### config.mk
export PLATFORM = sky130hd
export DESIGN_NAME = fetch_sequencer_flat
export DESIGN_NICKNAME = d
export VERILOG_FILES = /design/src/rtl/fetch_sequencer_if.sv /design/src/rtl/fetch_sequencer.sv /design/src/flat_wrapper.sv
export SDC_FILE = /design/constraint.sdc
export NUM_CORES = 1
export LEC_CHECK = 0
export BUFFER_PORTS_ARGS = -buffer_cell sky130_fd_sc_hd__buf_2
export CAP_MARGIN = 25
export CELL_PAD_IN_SITES_DETAIL_PLACEMENT = 2
export CELL_PAD_IN_SITES_GLOBAL_PLACEMENT = 2
export CORE_MARGIN = 5
export CORE_UTILIZATION = 23
export DETAILED_ROUTE_END_ITERATION = 12
export GPL_TIMING_DRIVEN = 0
export PLACE_DENSITY = 0.86
export SYNTH_ARGS = -nofsm -noshare
export SYNTH_HDL_FRONTEND = slang
export SYNTH_SLANG_ARGS = --single-unit
### constraint.sdc
create_clock -name clock -period 3.2 [get_ports clock]
set_clock_uncertainty 0.1 [all_clocks]
set_input_delay 0.96 -clock clock [delete_from_list [all_inputs] [get_ports clock]]
set_output_delay 0.96 -clock clock [all_outputs]
set_load 0.01 [all_outputs]
### src/rtl/fetch_sequencer_if.sv
// Instruction memory request/response channel plus the decode handoff,
// bundled for the fetch sequencer. The master side is the sequencer; the
// slave side is the memory and decode logic around it.
interface fetch_sequencer_if #(
    parameter int XLEN = 32
) ();

    logic            mem_req_valid;
    logic [XLEN-1:0] mem_req_addr;
    logic            mem_req_ready;
    logic            mem_resp_valid;
    logic [XLEN-1:0] mem_resp_data;
    logic            instr_valid;
    logic            instr_ready;
    logic [XLEN-1:0] instr_out;
    logic [XLEN-1:0] instr_pc;
    logic            misaligned_fault;

    modport master (
        output mem_req_valid,
        output mem_req_addr,
        input  mem_req_ready,
        input  mem_resp_valid,
        input  mem_resp_data,
        output instr_valid,
        input  instr_ready,
        output instr_out,
        output instr_pc,
        output misaligned_fault
    );

    modport slave (
        input  mem_req_valid,
        input  mem_req_addr,
        output mem_req_ready,
        output mem_resp_valid,
        output mem_resp_data,
        input  instr_valid,
        output instr_ready,
        input  instr_out,
        input  instr_pc,
        input  misaligned_fault
    );

endinterface

### src/rtl/fetch_sequencer.sv
// Instruction fetch sequencer: takes the current PC, issues one memory
// request per PC value, hands the fetched word to decode and pulses pc_en
// once decode accepts it, keeping PC and fetch in lockstep with a single
// fetch outstanding.
//
// Optional build macro FETCH_PERF_COUNTERS_EN enables the fetch_count and
// wait_cycles performance counters; without it both ports read 0.
module fetch_sequencer #(
    parameter int              XLEN        = 32,
    parameter logic [XLEN-1:0] RESET_INSTR = 32'h0000_0013
) (
    input  logic             clock,
    input  logic             reset,
    input  logic [XLEN-1:0]  pc_in,
    output logic             pc_en,
    input  logic             flush,
    fetch_sequencer_if.master bus,
    output logic [31:0]      fetch_count,
    output logic [31:0]      wait_cycles
);

    typedef enum logic [2:0] {
        IDLE  = 3'd0,
        REQ   = 3'd1,
        WAIT  = 3'd2,
        HOLD  = 3'd3,
        DRAIN = 3'd4
    } state_t;

    state_t          state_r;
    logic            pc_en_r;
    logic            req_valid_r;
    logic [XLEN-1:0] fetch_pc_r;
    logic            instr_valid_r;
    logic [XLEN-1:0] instr_out_r;
    logic            fault_r;

    // Request address is always word aligned; a misaligned PC never reaches
    // the memory because IDLE diverts it straight to HOLD.
    assign bus.mem_req_valid    = req_valid_r;
    assign bus.mem_req_addr     = {fetch_pc_r[XLEN-1:2], 2'b00};
    assign bus.instr_valid      = instr_valid_r;
    assign bus.instr_out        = instr_out_r;
    assign bus.instr_pc         = fetch_pc_r;
    assign bus.misaligned_fault = fault_r;
    assign pc_en                = pc_en_r;

    // Fetch FSM with registered handshake outputs; flush beats every other
    // event, and IDLE waits out the pc_en cycle so it samples the updated PC.
    always_ff @(posedge clock) begin
        if (reset) begin
            state_r       <= IDLE;
            pc_en_r       <= 1'b0;
            req_valid_r   <= 1'b0;
            fetch_pc_r    <= {XLEN{1'b0}};
            instr_valid_r <= 1'b0;
            instr_out_r   <= RESET_INSTR;
            fault_r       <= 1'b0;
        end else begin
            pc_en_r <= 1'b0;
            case (state_r)
                IDLE: begin
                    if (flush || pc_en_r) begin
                        state_r <= IDLE;
                    end else begin
                        fetch_pc_r <= pc_in;
                        if (pc_in[1:0] != 2'b00) begin
                            state_r       <= HOLD;
                            fault_r       <= 1'b1;
                            instr_valid_r <= 1'b1;
                            instr_out_r   <= RESET_INSTR;
                        end else begin
                            state_r     <= REQ;
                            req_valid_r <= 1'b1;
                        end
                    end
                end
                REQ: begin
                    if (flush) begin
                        // A coincident ready means memory owns the request,
                        // so its response still has to be drained.
                        req_valid_r <= 1'b0;
                        state_r     <= bus.mem_req_ready ? DRAIN : IDLE;
                    end else if (bus.mem_req_ready) begin
                        req_valid_r <= 1'b0;
                        state_r     <= WAIT;
                    end else begin
                        state_r <= REQ;
                    end
                end
                WAIT: begin
                    if (flush) begin
                        state_r <= bus.mem_resp_valid ? IDLE : DRAIN;
                    end else if (bus.mem_resp_valid) begin
                        instr_out_r   <= bus.mem_resp_data;
                        instr_valid_r <= 1'b1;
                        state_r       <= HOLD;
                    end else begin
                        state_r <= WAIT;
                    end
                end
                HOLD: begin
                    if (flush) begin
                        instr_valid_r <= 1'b0;
                        fault_r       <= 1'b0;
                        state_r       <= IDLE;
                    end else if (bus.instr_ready) begin
                        instr_valid_r <= 1'b0;
                        fault_r       <= 1'b0;
                        pc_en_r       <= 1'b1;
                        state_r       <= IDLE;
                    end else begin
                        state_r <= HOLD;
                    end
                end
                DRAIN: begin
                    if (bus.mem_resp_valid) begin
                        state_r <= IDLE;
                    end else begin
                        state_r <= DRAIN;
                    end
                end
                default: begin
                    state_r       <= IDLE;
                    req_valid_r   <= 1'b0;
                    instr_valid_r <= 1'b0;
                    fault_r       <= 1'b0;
                end
            endcase
        end
    end

`ifdef FETCH_PERF_COUNTERS_EN
    logic [31:0] fetch_count_r;
    logic [31:0] wait_cycles_r;

    // Performance counters: accepted instructions and cycles spent on memory.
    always_ff @(posedge clock) begin
        if (reset) begin
            fetch_count_r <= 32'd0;
            wait_cycles_r <= 32'd0;
        end else begin
            if (pc_en_r) begin
                fetch_count_r <= fetch_count_r + 32'd1;
            end else begin
                fetch_count_r <= fetch_count_r;
            end
            if ((state_r == REQ) || (state_r == WAIT)) begin
                wait_cycles_r <= wait_cycles_r + 32'd1;
            end else begin
                wait_cycles_r <= wait_cycles_r;
            end
        end
    end

    assign fetch_count = fetch_count_r;
    assign wait_cycles = wait_cycles_r;
`else
    assign fetch_count = 32'd0;
    assign wait_cycles = 32'd0;
`endif

endmodule

### src/flat_wrapper.sv
// flat-port wrapper written by rule: the top's interface ports become plain ports
module fetch_sequencer_flat 
#(
    parameter int              XLEN        = 32,
    parameter logic [XLEN-1:0] RESET_INSTR = 32'h0000_0013
)
  (clock, reset, pc_in, pc_en, flush, fetch_count, wait_cycles, bus_mem_req_valid, bus_mem_req_addr, bus_mem_req_ready, bus_mem_resp_valid, bus_mem_resp_data, bus_instr_valid, bus_instr_ready, bus_instr_out, bus_instr_pc, bus_misaligned_fault);
  fetch_sequencer_if #(.XLEN(XLEN)) bus_i ();
  input  logic clock;
  input  logic reset;
  input  logic [XLEN-1:0] pc_in;
  output logic pc_en;
  input  logic flush;
  output logic [31:0] fetch_count;
  output logic [31:0] wait_cycles;
  output wire logic [$bits(bus_i.mem_req_valid)-1:0] bus_mem_req_valid;
  output wire logic [$bits(bus_i.mem_req_addr)-1:0] bus_mem_req_addr;
  input wire logic [$bits(bus_i.mem_req_ready)-1:0] bus_mem_req_ready;
  input wire logic [$bits(bus_i.mem_resp_valid)-1:0] bus_mem_resp_valid;
  input wire logic [$bits(bus_i.mem_resp_data)-1:0] bus_mem_resp_data;
  output wire logic [$bits(bus_i.instr_valid)-1:0] bus_instr_valid;
  input wire logic [$bits(bus_i.instr_ready)-1:0] bus_instr_ready;
  output wire logic [$bits(bus_i.instr_out)-1:0] bus_instr_out;
  output wire logic [$bits(bus_i.instr_pc)-1:0] bus_instr_pc;
  output wire logic [$bits(bus_i.misaligned_fault)-1:0] bus_misaligned_fault;
  assign bus_mem_req_valid = bus_i.mem_req_valid;
  assign bus_mem_req_addr = bus_i.mem_req_addr;
  assign bus_i.mem_req_ready = bus_mem_req_ready;
  assign bus_i.mem_resp_valid = bus_mem_resp_valid;
  assign bus_i.mem_resp_data = bus_mem_resp_data;
  assign bus_instr_valid = bus_i.instr_valid;
  assign bus_i.instr_ready = bus_instr_ready;
  assign bus_instr_out = bus_i.instr_out;
  assign bus_instr_pc = bus_i.instr_pc;
  assign bus_misaligned_fault = bus_i.misaligned_fault;
  fetch_sequencer #(.XLEN(XLEN), .RESET_INSTR(RESET_INSTR)) u_core (.clock(clock), .reset(reset), .pc_in(pc_in), .pc_en(pc_en), .flush(flush), .bus(bus_i), .fetch_count(fetch_count), .wait_cycles(wait_cycles));
endmodule
## Word-level counts from Yosys, hierarchy flattened

Index checks and enable logic that the tools add are counted.

- Equality and inequality tests: 11
- Muxes and demuxes: 30
- Bitwise logic cells: 5
- Reduce and logical (&&, ||, !) cells: 13

Operator list:

| cell | number |
|---|---|
| $mux W32 | 4 |
| $pmux W32 S2 | 1 |
| $mux W3 | 6 |
| $pmux W3 S5 | 1 |
| $mux W1 | 12 |
| $reduce_or A3 Y1 | 3 |
| $ne A2 B2 Y1 const B | 4 |
| $reduce_and A4 Y1 | 2 |
| $eq A3 B2 Y1 const B | 2 |
| $mux W2 | 3 |
| $ne A3 B3 Y1 const B | 2 |
| $pmux W1 S3 | 2 |
| $reduce_and A6 Y1 | 1 |
| $not A1 Y1 | 5 |
| $reduce_and A5 Y1 | 1 |
| $pmux W1 S4 | 1 |
| $reduce_bool A2 Y1 | 2 |
| $eq A3 B1 Y1 const B | 1 |
| $eq A3 B3 Y1 const B | 1 |
| $logic_not A3 Y1 | 1 |
| $ne A2 B1 Y1 const B | 1 |
| $reduce_and A2 Y1 | 1 |
| $reduce_or A2 Y1 | 1 |
| $logic_or A1 B1 Y1 | 1 |

- Flip-flop bits (word level): 71
- Bits of input ports: 70
- Output and inout bits: 164
- Logic and storage cells: 66

## Logic depth before layout (Yosys ltp)

Gate-level depths: netlist of run 1.

- Depth after elaboration: 4
- Mapped depth: 8
- Gate-level depth less buffers: 4

## Worst setup path before layout of run 1

Ideal clock, no wire load.

- Kind: input port to flip-flop
- From: input flush
- To: register u_core.instr_out_r[12] (netlist: u_core.bus.instr_out[12])
- Setup time: 117 ps
- Arrival: 2189 ps
- Required time: 2983 ps
- Slack: 795 ps
- Cell stages on the path: 7
- Path buffers: 3
- Path through: or2_0 buf_2 a2111oi_4 nor2_2 buf_6 buf_6 a22o_1

- Word-level cells in the longest chain between the ends: 3
- Elaborated cells between the ends (all ways): 4
- Classes of those cells: eq/ne: 2; reduce/logical: 2

Ends and longest elaborated chain:

| item | RTL line | source |
|---|---|---|
| from (decl) | flat_wrapper.sv:13 | `input logic flush;` |
| $logic_or A1 B1 Y1 | fetch_sequencer.sv:63 | `if (flush \|\| pc_en_r) begin` |
| $ne A2 B2 Y1 (no line) | - |  |
| $reduce_and A5 Y1 (no line) * | - |  |
| to (signal assigned) | fetch_sequencer.sv:95 | `instr_out_r <= bus.mem_resp_data;` |
| to (decl) | fetch_sequencer.sv:35 | `logic [XLEN-1:0] instr_out_r;` |

Every way passes the cells marked *; elsewhere a longest branch is shown, timed or not.
A chain may end at the register's enable or synchronous reset.

## Final worst setup path of run 1

- From: input flush
- To: register u_core.instr_out_r[7] (netlist: u_core.bus.instr_out[7])

Same word-level chain as after synthesis.

==> metrics, run 1 <==
CP endpoint u_core.bus.instr_out[7]; Final Max Slew Viols 0; Synth Register Bits 71; core footprint 0.0139 mm²; post_cts resized 0; Crit Path Max Fanout 10; crit start category input port; fraction of layout cells with a size suffix above 1 47.1%; Worst path depth 7; fin nets 681; CTS hold repair buffers 0; Reg2Reg Setup Slack 1060 ps; latest clock arrival within the worst-skew pair 330 ps; Placed Instance Area 0.00456 mm²; number of global-route vias before repair 3,676; TritonRoute pass-1 iters 4; fmax 402 MHz; Layout Cells excl Fill 796; GRT overflow 0; mean post-synth cell area 8.83 µm²; VDD IR max 0.189 mV; largest net degree at the start of global routing 12; # setup viols final 0; total track usage 14.4%; outcome finished, final reports clean; Reg-to-Reg Start u_core.state_r[2]; DR vias/cell 4.09; Site Rows 43; # DRC 0; Syn Inst Count 369; synthesis warning total 0; initial antenna violation count 0; pwr dens 502 mW/mm²; relative slew slack 61.8%; crit-path cells buf_2 -> or2_0 -> buf_2 -> a2111oi_4 -> nor2_2 -> clkbuf_1 -> a22o_1; min Tclk post-route 2490 ps; Mapped Area 0.00326 mm²; Async SR Flop Fraction 0%; Die ar. 0.0167 mm²; final worst-path cycle share 77.8%; unrepaired setup endpoints after global routing false; GPL Wtd Cong 0.749; busiest grt layer met2; Die X 129 µm; worst hold-check path type flop to flop; DR vias 3,258; Req. time, crit path 3320 ps; top_reg_cell synth dfxtp_1; Root Driver clkbuf_16; CP peak stage delay 480 ps; Post-CTS Setup Inserts 0; switching share of power 26.1%; area of the multi-input gates 0.00124 mm²; DRT iter0 DRCs 40; R2R cell count 7; first-pass GRT wire length 18.9 mm; cell family with most CP delay compound AO/OA/AOI/OAI gates; clock network power share 42.0%; Pwr Total 2.45 mW; Seq pwr share 39.2%; post-route cell area 0.00487 mm²; Fin. Hold Viols 0; met1 Usage GRT 14.9%; diodes inserted 0; EDFF count, synth 0; DP Wirelength 9.92 mm; met2 Use GR 25.8%; critical path launch point flush; most frequent cells in the layout 170 x buf_2, 96 x buf_4, 71 x dfxtp_1, 66 x nand2_1, 66 x conb_1; WP buf/inv 3; Crit-path slowest cell a2111oi_4; Synth cell types 36; sequential cell area 0.00142 mm²; port bufs 166; die height 129 µm; placed cells 780; Int Pwr 1.81 mW; CTS HTree Levels 3; met3 Use GR 5.98%; sequential cell area fraction in the yosys report 43.6%; total of fill cells in the finished design 1,648; final wirelength 11.9 mm; Gate power share 18.8%; worst flop-to-flop path endpoint u_core.bus.instr_out[7]; Slew @ Worst Pin 572 ps; TritonCTS clock tree done; leakage 2.63 nW; WL/cell 15.0 µm; cell mode on critical path buf_2; DRT antenna net count 0; CTS Sinks 71; CTS buffer count 9; clk slew on worst S/H paths 60 ps; setup TNS 0 ps; final setup margin 709 ps; CP Class input port to flop; most common cell after layout, fill and taps aside buf_2; Worst Path Arrival 2610 ps; initial cell density of the core 23.5%; max cap viols 0; CP Capture Type flop; Sw Pwr 0.638 mW; dpl ws 315 ps; buffer depth of the longest clock path 2; # IOs 234; area growth from synthesis to layout 49.4%
cell usage after synthesis (2+ instances only):
master,number,area share (%)
nor2b_1,2,0.38
o21a_1,2,0.46
clkbuf_1,15,1.7
dfxtp_1,71,44
a21oi_1,38,5.8
o21bai_1,2,0.46
nand2_1,66,7.6
buf_4,96,22
buf_2,4,0.61
nor3_1,5,0.77
buf_6,3,1.0
inv_1,4,0.46
a22o_1,29,7.8
o21ai_0,4,0.61
nor2_1,7,0.81
worst min-delay path, delay by kind of cell (launching register included):
kind	cells	cell delay [ps]
AOI/OAI and AO/OA	1	50
and+or+nand+nor	1	50
DFF	1	300
cell families after synthesis:
| kind of cell | Yosys count | share of synthesized area [%] |
|---|---|---|
| buffers and inverters | 122 | 25.9 |
| AO/OA/AOI/OAI | 83 | 17.9 |
| other | 1 | 0.115 |
| flip-flops | 71 | 43.6 |
| AND/OR/NAND/NOR | 91 | 12.2 |
| multiplexers | 1 | 0.307 |
power by group through the flow:
stage	Combinational (mW)	Sequential (mW)	Clock [mW]
detailed placement	0.461	0.979	0
floorplan	0.278	0.990	0
finish	0.460	0.959	1.03
CTS	0.463	0.960	1.07
global route	0.513	0.966	1.10
global placement	0.445	0.974	0
sequential cells by signal, summed over array words and instances, names as in the netlist:
name / flops
u_core.bus.instr_out: 32
u_core.bus.instr_pc: 32
u_core.state_r: 3
u_core.bus.instr_valid: 1
u_core.bus.mem_req_valid: 1
u_core.bus.misaligned_fault: 1
u_core.pc_en: 1
stage by stage:
step           utilization, %  hold slack [ps]
2_1_floorplan               -              381
3_3_place_gp             32.8              340
3_5_place_dp             32.8              353
4_1_cts                  35.1              362
5_1_grt                  35.1              394
6_report                 35.1              357
worst min path at each step:
stage / start / endpoint / slack, ps / depth (start not counted)
floorplan: u_core.bus.instr_pc[0] / u_core.bus.instr_pc[0] / 380 / 2
global placement: u_core.bus.instr_pc[1] / u_core.bus.instr_pc[1] / 340 / 2
detailed placement: u_core.bus.instr_pc[1] / u_core.bus.instr_pc[1] / 350 / 2
CTS: u_core.bus.instr_pc[1] / u_core.bus.instr_pc[1] / 360 / 2
global route: u_core.bus.instr_out[9] / u_core.bus.instr_out[9] / 390 / 1
finish: u_core.bus.instr_pc[1] / u_core.bus.instr_pc[1] / 360 / 2
routing by layer:
layer | share of wire, % | up-vias
li1 | - | 1555
met1 | 36 | 1531
met2 | 51 | 160
met3 | 11 | 12
met4 | 1.6 | 0
met5 | 0 | -
cell type report:
| cell class | count | share of cell area [%] |
|---|---|---|
| buffer | 118 | 17.1 |
| clock buffer | 13 | 5.55 |
| clock inverter | 3 | 0.822 |
| inverter | 4 | 0.308 |
| multi-input combinational | 241 | 25.4 |
| sequential | 71 | 29.2 |
| tap | 180 | 4.62 |
| timing repair buffer | 166 | 17.1 |
Power figures use the tool's default switching activity.
==> run 2: changes to the inputs <==
--- a/config.mk
+++ b/config.mk
@@ -5,15 +5,16 @@
 export SDC_FILE = /design/constraint.sdc
 export NUM_CORES = 1
 export LEC_CHECK = 0
+export ABC_AREA = 1
 export BUFFER_PORTS_ARGS = -buffer_cell sky130_fd_sc_hd__buf_2
 export CAP_MARGIN = 25
 export CELL_PAD_IN_SITES_DETAIL_PLACEMENT = 2
 export CELL_PAD_IN_SITES_GLOBAL_PLACEMENT = 2
 export CORE_MARGIN = 5
-export CORE_UTILIZATION = 23
+export CORE_UTILIZATION = 21
 export DETAILED_ROUTE_END_ITERATION = 12
 export GPL_TIMING_DRIVEN = 0
-export PLACE_DENSITY = 0.86
+export PLACE_DENSITY = 0.79
 export SYNTH_ARGS = -nofsm -noshare
 export SYNTH_HDL_FRONTEND = slang
 export SYNTH_SLANG_ARGS = --single-unit
==> constraint.sdc (replaced) <==
create_clock -name clock -period 2.5 [get_ports clock]
set_clock_uncertainty 0.1 [all_clocks]
set_input_delay 0.75 -clock clock [delete_from_list [all_inputs] [get_ports clock]]
set_output_delay 0.75 -clock clock [all_outputs]
set_load 0.01 [all_outputs]
==> metrics, run 2 <==
outcome finished, final reports clean; top-area cell type share of the netlist area 36.4% (-7.2 points); initial antenna violation count 1 (+1); Reg-to-Reg Start u_core.state_r[0]; CTS Sinks 71 (unchanged); sequential cell area 0.00142 mm² (unchanged); crit start category input port; synth top area cells dfxtp_1 36%, buf_4 19%, nor2_1 12%; CP Capture Type flop; DR vias 4,083 (+25%); # DRC 0 (unchanged); # setup viols final 0 (unchanged); initial cell density of the core 21.5% (-2.0 points); GPL Wtd Cong 0.705 (-5.8%); worst hold-check path type flop to flop; Layout Cells excl Fill 1,053 (+32%); top_reg_cell synth dfxtp_1; area growth from synthesis to layout 42.1%; Worst Hold End u_core.bus.instr_valid; Worst Min Path Start u_core.bus.instr_valid; DRT iter0 DRCs 58 (+45%); hold path depth 2 (unchanged); Async SR Flop Fraction 0% (unchanged); core footprint 0.0181 mm² (+31%); diodes inserted 0 (unchanged); final wirelength 14.4 mm (+21%); most frequent cells in the layout 180 x buf_2, 124 x nor2_1, 99 x nand2_1, 97 x buf_4, 71 x dfxtp_1; clk slew on worst S/H paths 60 ps (about the same); first-pass GRT wire length 23.2 mm (+23%); Synth cell types 24 (-33%); CP Class input port to flop; WL/cell 13.7 µm (-8.8%); Root Driver clkbuf_16; mean post-synth cell area 6.77 µm² (-23%); cell mode on critical path clkbuf_1; Final Max Slew Viols 0 (unchanged); Die X 146 µm (+13%); VDD IR max 0.308 mV (+63%); Crit-path slowest cell clkbuf_1; port bufs 167 (+0.60%); CTS hold repair buffers 0 (unchanged); sequential cell area fraction in the yosys report 36.4% (-7.2 points); min Tclk post-route 1940 ps; area of the multi-input gates 0.00158 mm² (+28%); latest clock arrival within the worst-skew pair 330 ps (about the same); TritonRoute pass-1 iters 4 (unchanged); DRT antenna net count 0 (unchanged); final worst-path cycle share 77.7%; relative slew slack 62.2% (+0.40 points); GRT overflow 0 (unchanged); unrepaired setup endpoints after global routing false; setup TNS 0 ps (unchanged); buffer depth of the longest clock path 2 (unchanged); DR vias/cell 3.88 (-5.3%); R2R cell count 6 (-1); leakage 3.26 nW (+24%); pwr dens 724 mW/mm² (+44%); Syn Inst Count 577 (+56%); fraction of layout cells with a size suffix above 1 38.8% (-8.2 points); post_cts resized 0 (unchanged); synthesis warning total 0 (unchanged); Slew @ Worst Pin 566 ps (-5.97 ps); Req. time, crit path 2670 ps (-650 ps); placed cells 1,038 (+33%); number of global-route vias before repair 4,506 (+23%); # IOs 234 (unchanged); CP peak stage delay 500 ps (+20 ps); largest net degree at the start of global routing 12 (unchanged); Post-CTS Setup Inserts 0 (unchanged); Post-synth top cells 124 x nor2_1, 99 x nand2_1, 97 x buf_4; most common cell after layout, fill and taps aside buf_2; CTS buffer count 9 (unchanged); Worst Path Arrival 2110 ps (-500 ps); Synth Register Bits 71 (unchanged); CTS HTree Levels 3 (unchanged); Crit Path Max Fanout 10 (unchanged); die height 146 µm (+13%); Fin. Hold Viols 0 (unchanged); worst flop-to-flop path endpoint u_core.bus.instr_pc[26]; most common cell in the synthesized netlist nor2_1; TritonCTS clock tree done; total of fill cells in the finished design 2,270 (+38%); Die ar. 0.0214 mm² (+29%); fin nets 890 (+31%); Mapped Area 0.00390 mm² (+20%); fmax 515 MHz; max cap viols 0 (unchanged); Reg2Reg Setup Slack 800 ps (-260 ps); Site Rows 49 (+14%); EDFF count, synth 0 (unchanged); total track usage 13.5% (-0.87 points); DP Wirelength 11.9 mm (+20%); post-synth top area cell dfxtp_1; crit-path cells buf_2 -> inv_1 -> clkbuf_1 -> clkbuf_1 -> nand2_1 -> nor2_1
[run 2: changes by cell type in the layout (fill, tap and decap cells not counted), sizes merged, moves of 5 or more]
cell	previous run	this run
a22o	29	0
nand4	0	23
clkbuf	28	19
nor3	6	1
nor2	8	127
inv	4	76
o21ai	4	35
nand3	0	9
buf	269	280
a21oi	38	6
nand2	66	103
[run 2: final cells by class]
type / count / area share [%]
multi-input cells: 373 / 28.5
flip-flops and latches: 71 / 25.6
plain buffers: 122 / 15.5
repair buffers: 167 / 15.1
well taps: 229 / 5.16
inverters: 76 / 5.14
clock buffers: 10 / 4.13
clock inverters: 5 / 0.902
[run 2: routing by layer]
| layer | part of all wire, % | GRT usage [%] |
|---|---|---|
| met3 | 8.9 | 5.83 |
| met2 | 48 | 23.6 |
| met1 | 42 | 15.2 |
| met4 | 0.83 | 3.25 |
| met5 | 0.076 | 0 |
[run 2: worst max-delay path, delay by kind of cell]
family | cells | cell delay, ps
buf+inv | 4 | 1130
simple gates | 2 | 230
[run 2: worst max path at each step]
stage          depth (start not counted)  start                        to  slack (ps)
3_3_place_gp                           6  reset  u_core.bus.instr_out[28]         120
2_1_floorplan                          7  flush  u_core.bus.instr_out[12]         710
4_1_cts                                6  reset  u_core.bus.instr_out[28]         460
3_5_place_dp                           6  reset  u_core.bus.instr_out[28]         110
6_report                               6  reset  u_core.bus.instr_out[30]         560
5_1_grt                                6  reset  u_core.bus.instr_out[30]         370
[run 2: cell families (layout without fill, tap and decap cells)]
family | Yosys count | in the layout | synth area share [%]
flip-flops | 71 | 71 | 36.4
other | 1 | 66 | 0.0961
AND/OR/NAND/NOR | 265 | 265 | 28.6
AO/OA/AOI/OAI | 42 | 42 | 5.54
buffers and inverters | 198 | 380 | 29.4
[run 2: where the power goes]
| group | total (mW) | leakage (nW) | internal [mW] | switching, mW |
|---|---|---|---|---|
| Clock | 1.25 | 0.142 | 0.760 | 0.491 |
| Combinational | 1.35 | 2.54 | 0.565 | 0.785 |
| Sequential | 1.42 | 0.587 | 1.31 | 0.109 |
[run 2: per-stage QoR]
stage	total power [mW]	worst slack, ps	cell area, µm²	hold slack, ps	utilization [%]
after global routing	4.34	370	5550	406	30.6
after detailed placement	2.82	109	5270	341	29.0
after CTS	4.13	456	5550	351	30.6
after global placement	2.78	118	5270	338	29.0
after floorplan	2.31	706	4150	371	-
final	4.02	558	5550	347	30.6
==> run 3: changes to the inputs <==
--- a/config.mk
+++ b/config.mk
@@ -11,10 +11,10 @@
 export CELL_PAD_IN_SITES_DETAIL_PLACEMENT = 2
 export CELL_PAD_IN_SITES_GLOBAL_PLACEMENT = 2
 export CORE_MARGIN = 5
-export CORE_UTILIZATION = 21
+export CORE_UTILIZATION = 19
 export DETAILED_ROUTE_END_ITERATION = 12
 export GPL_TIMING_DRIVEN = 0
-export PLACE_DENSITY = 0.79
+export PLACE_DENSITY = 0.76
 export SYNTH_ARGS = -nofsm -noshare
 export SYNTH_HDL_FRONTEND = slang
 export SYNTH_SLANG_ARGS = --single-unit
==> constraint.sdc (replaced) <==
create_clock -name clock -period 1.6 [get_ports clock]
set_clock_uncertainty 0.1 [all_clocks]
set_input_delay 0.48 -clock clock [delete_from_list [all_inputs] [get_ports clock]]
set_output_delay 0.48 -clock clock [all_outputs]
set_load 0.01 [all_outputs]
==> metrics, run 3 (synthesis results as in run 2) <==
CP Class flop to primary output; # setup viols final 0 (unchanged); outcome finished, final reports clean; # DRC 0 (unchanged); pwr dens 1170 mW/mm² (+61%); total of fill cells in the finished design 2,482 (+9.3%); GRT overflow 0 (unchanged); Worst path depth 2 (-4); worst hold-check path type input port to flop; min Tclk post-route 1530 ps; Fin. Hold Viols 0 (unchanged); most frequent cells in the layout 174 x buf_2, 123 x nor2_1, 105 x buf_4, 98 x nand2_1, 66 x conb_1; Layout Cells excl Fill 1,102 (+4.7%); initial cell density of the core 19.3% (-2.2 points); R2R cell count 10 (+4); cell family with most CP delay flip-flops; area growth from synthesis to layout 48.3%; diodes inserted 0 (unchanged); Worst Path Arrival 950 ps (-1160 ps); leakage 3.36 nW (+2.9%); max cap viols 0 (unchanged); initial antenna violation count 1 (unchanged); Slew @ Worst Pin 552 ps (-13.9 ps); Crit Path Max Fanout 3 (-7); Pwr Total 6.77 mW (+68%); buffer depth of the longest clock path 2 (unchanged); Req. time, crit path 1020 ps (-1650 ps); Die ar. 0.0235 mm² (+9.8%); VDD IR max 0.418 mV (+36%); Die X 153 µm (+4.8%); Reg-to-Reg Start u_core.state_r[1]; CP Capture Type primary output; critical path launch point u_core.bus.instr_pc[24]; CP peak stage delay 370 ps (-130 ps); Crit-path slowest cell dfxtp_1; Site Rows 52 (+6.1%); total track usage 12.6% (-0.88 points); latest clock arrival within the worst-skew pair 340 ps (about the same); post-route cell area 0.00579 mm² (+4.3%); final setup margin 72.4 ps (-486 ps); GPL Wtd Cong 0.705 (unchanged); port bufs 167 (unchanged); crit start category flop; # IOs 234 (unchanged); unrepaired setup endpoints after global routing true; most common cell after layout, fill and taps aside buf_2; DP Wirelength 12.1 mm (+1.7%); Reg2Reg Setup Slack 90 ps (-710 ps); WL/cell 13.6 µm (-0.74%); DR vias/cell 3.78 (-2.5%); fin nets 897 (+0.79%); TritonCTS clock tree done; Placed Instance Area 0.00532 mm² (+0.97%); dpl ws -532 ps (-641 ps); die height 153 µm (+4.8%); CTS hold repair buffers 0 (unchanged); worst flop-to-flop path endpoint u_core.bus.instr_out[22]; clk slew on worst S/H paths 60 ps (about the same); number of global-route vias before repair 4,581 (+1.7%); DRT iter0 DRCs 65 (+12%); final wirelength 15.0 mm (+3.9%); core footprint 0.0202 mm² (+12%); crit-path cells buf_4 -> buf_2; fraction of layout cells with a size suffix above 1 41.2% (+2.4 points); fmax 655 MHz; placed cells 1,079 (+3.9%); CTS Sinks 71 (unchanged); relative slew slack 63.2% (+0.92 points); first-pass GRT wire length 23.7 mm (+2.0%); largest net degree at the start of global routing 13 (+1); final worst-path cycle share 95.5%; Root Driver clkbuf_16; TritonRoute pass-1 iters 4 (unchanged); DR vias 4,168 (+2.1%); CTS HTree Levels 3 (unchanged); DRT antenna net count 0 (unchanged); Final Max Slew Viols 0 (unchanged); CTS buffer count 9 (unchanged); WP buf/inv 2 (-2); CP endpoint bus_mem_req_addr[24]
==> run 3: area by class of cell <==
class                           count  area [µm²]  share of cell area [%]
Tap cell                          270         338                    5.84
Clock buffer                       10         229                    3.96
Inverter                           76         285                    4.93
Sequential cell                    71        1430                    24.7
Multi-Input combinational cell    373        1620                    28.0
Buffer                            121         880                    15.2
Timing Repair Buffer              175         896                    15.5
Clock inverter                      6         109                    1.88
==> run 3: worst min path at each step <==
stage | startpoint | depth (start not counted) | end
after CTS | flush | 2 | u_core.pc_en
final | pc_in[17] | 3 | u_core.bus.instr_pc[17]
after detailed placement | u_core.bus.instr_valid | 2 | u_core.bus.instr_valid
after global placement | u_core.bus.instr_valid | 2 | u_core.bus.instr_valid
after floorplan | u_core.bus.instr_valid | 2 | u_core.bus.instr_valid
after global routing | pc_in[5] | 3 | u_core.bus.instr_pc[5]
==> run 3: per-stage QoR <==
stage	util [%]	setup TNS (ps)	hold slack [ps]
detailed placement	26.3	-21350	352
finish	28.6	0	263
CTS	28.3	0	245
global route	28.6	-67.7	249
floorplan	-	0	371
global placement	26.3	-20630	338
==> run 3: timing repair <==
action                                  4_1_cts  5_1_grt
buffers inserted                              5        3
gates resized for setup                      12       19
pin swaps                                     3        3
endpoints found under the setup margin       64       63
==> run 3: power by group <==
| group | switching, mW | total [mW] | internal [mW] | leakage, nW |
|---|---|---|---|---|
| Combinational | 1.25 | 2.20 | 0.949 | 2.61 |
| Sequential | 0.179 | 2.22 | 2.05 | 0.589 |
| Clock | 0.822 | 2.34 | 1.52 | 0.166 |
==> run 3: routing by layer <==
metal	up-vias	GRT usage (%)	wire length (µm)
met4	2	2.52	121
met5	-	0	20
met2	145	21.7	7240
met1	1928	14.5	6290
li1	2083	-	-
met3	10	5.80	1280
==> run 3: worst register-to-register path, stage by stage, from the launching register on <==
cell     delay [ps]
dfxtp_2         370
inv_2            80
nor2_4          120
nand2_4          90
nand2_4         120
nand3_4         130
buf_4           170
buf_4           120
nand2_1          50
inv_1            30
nor2_1           80
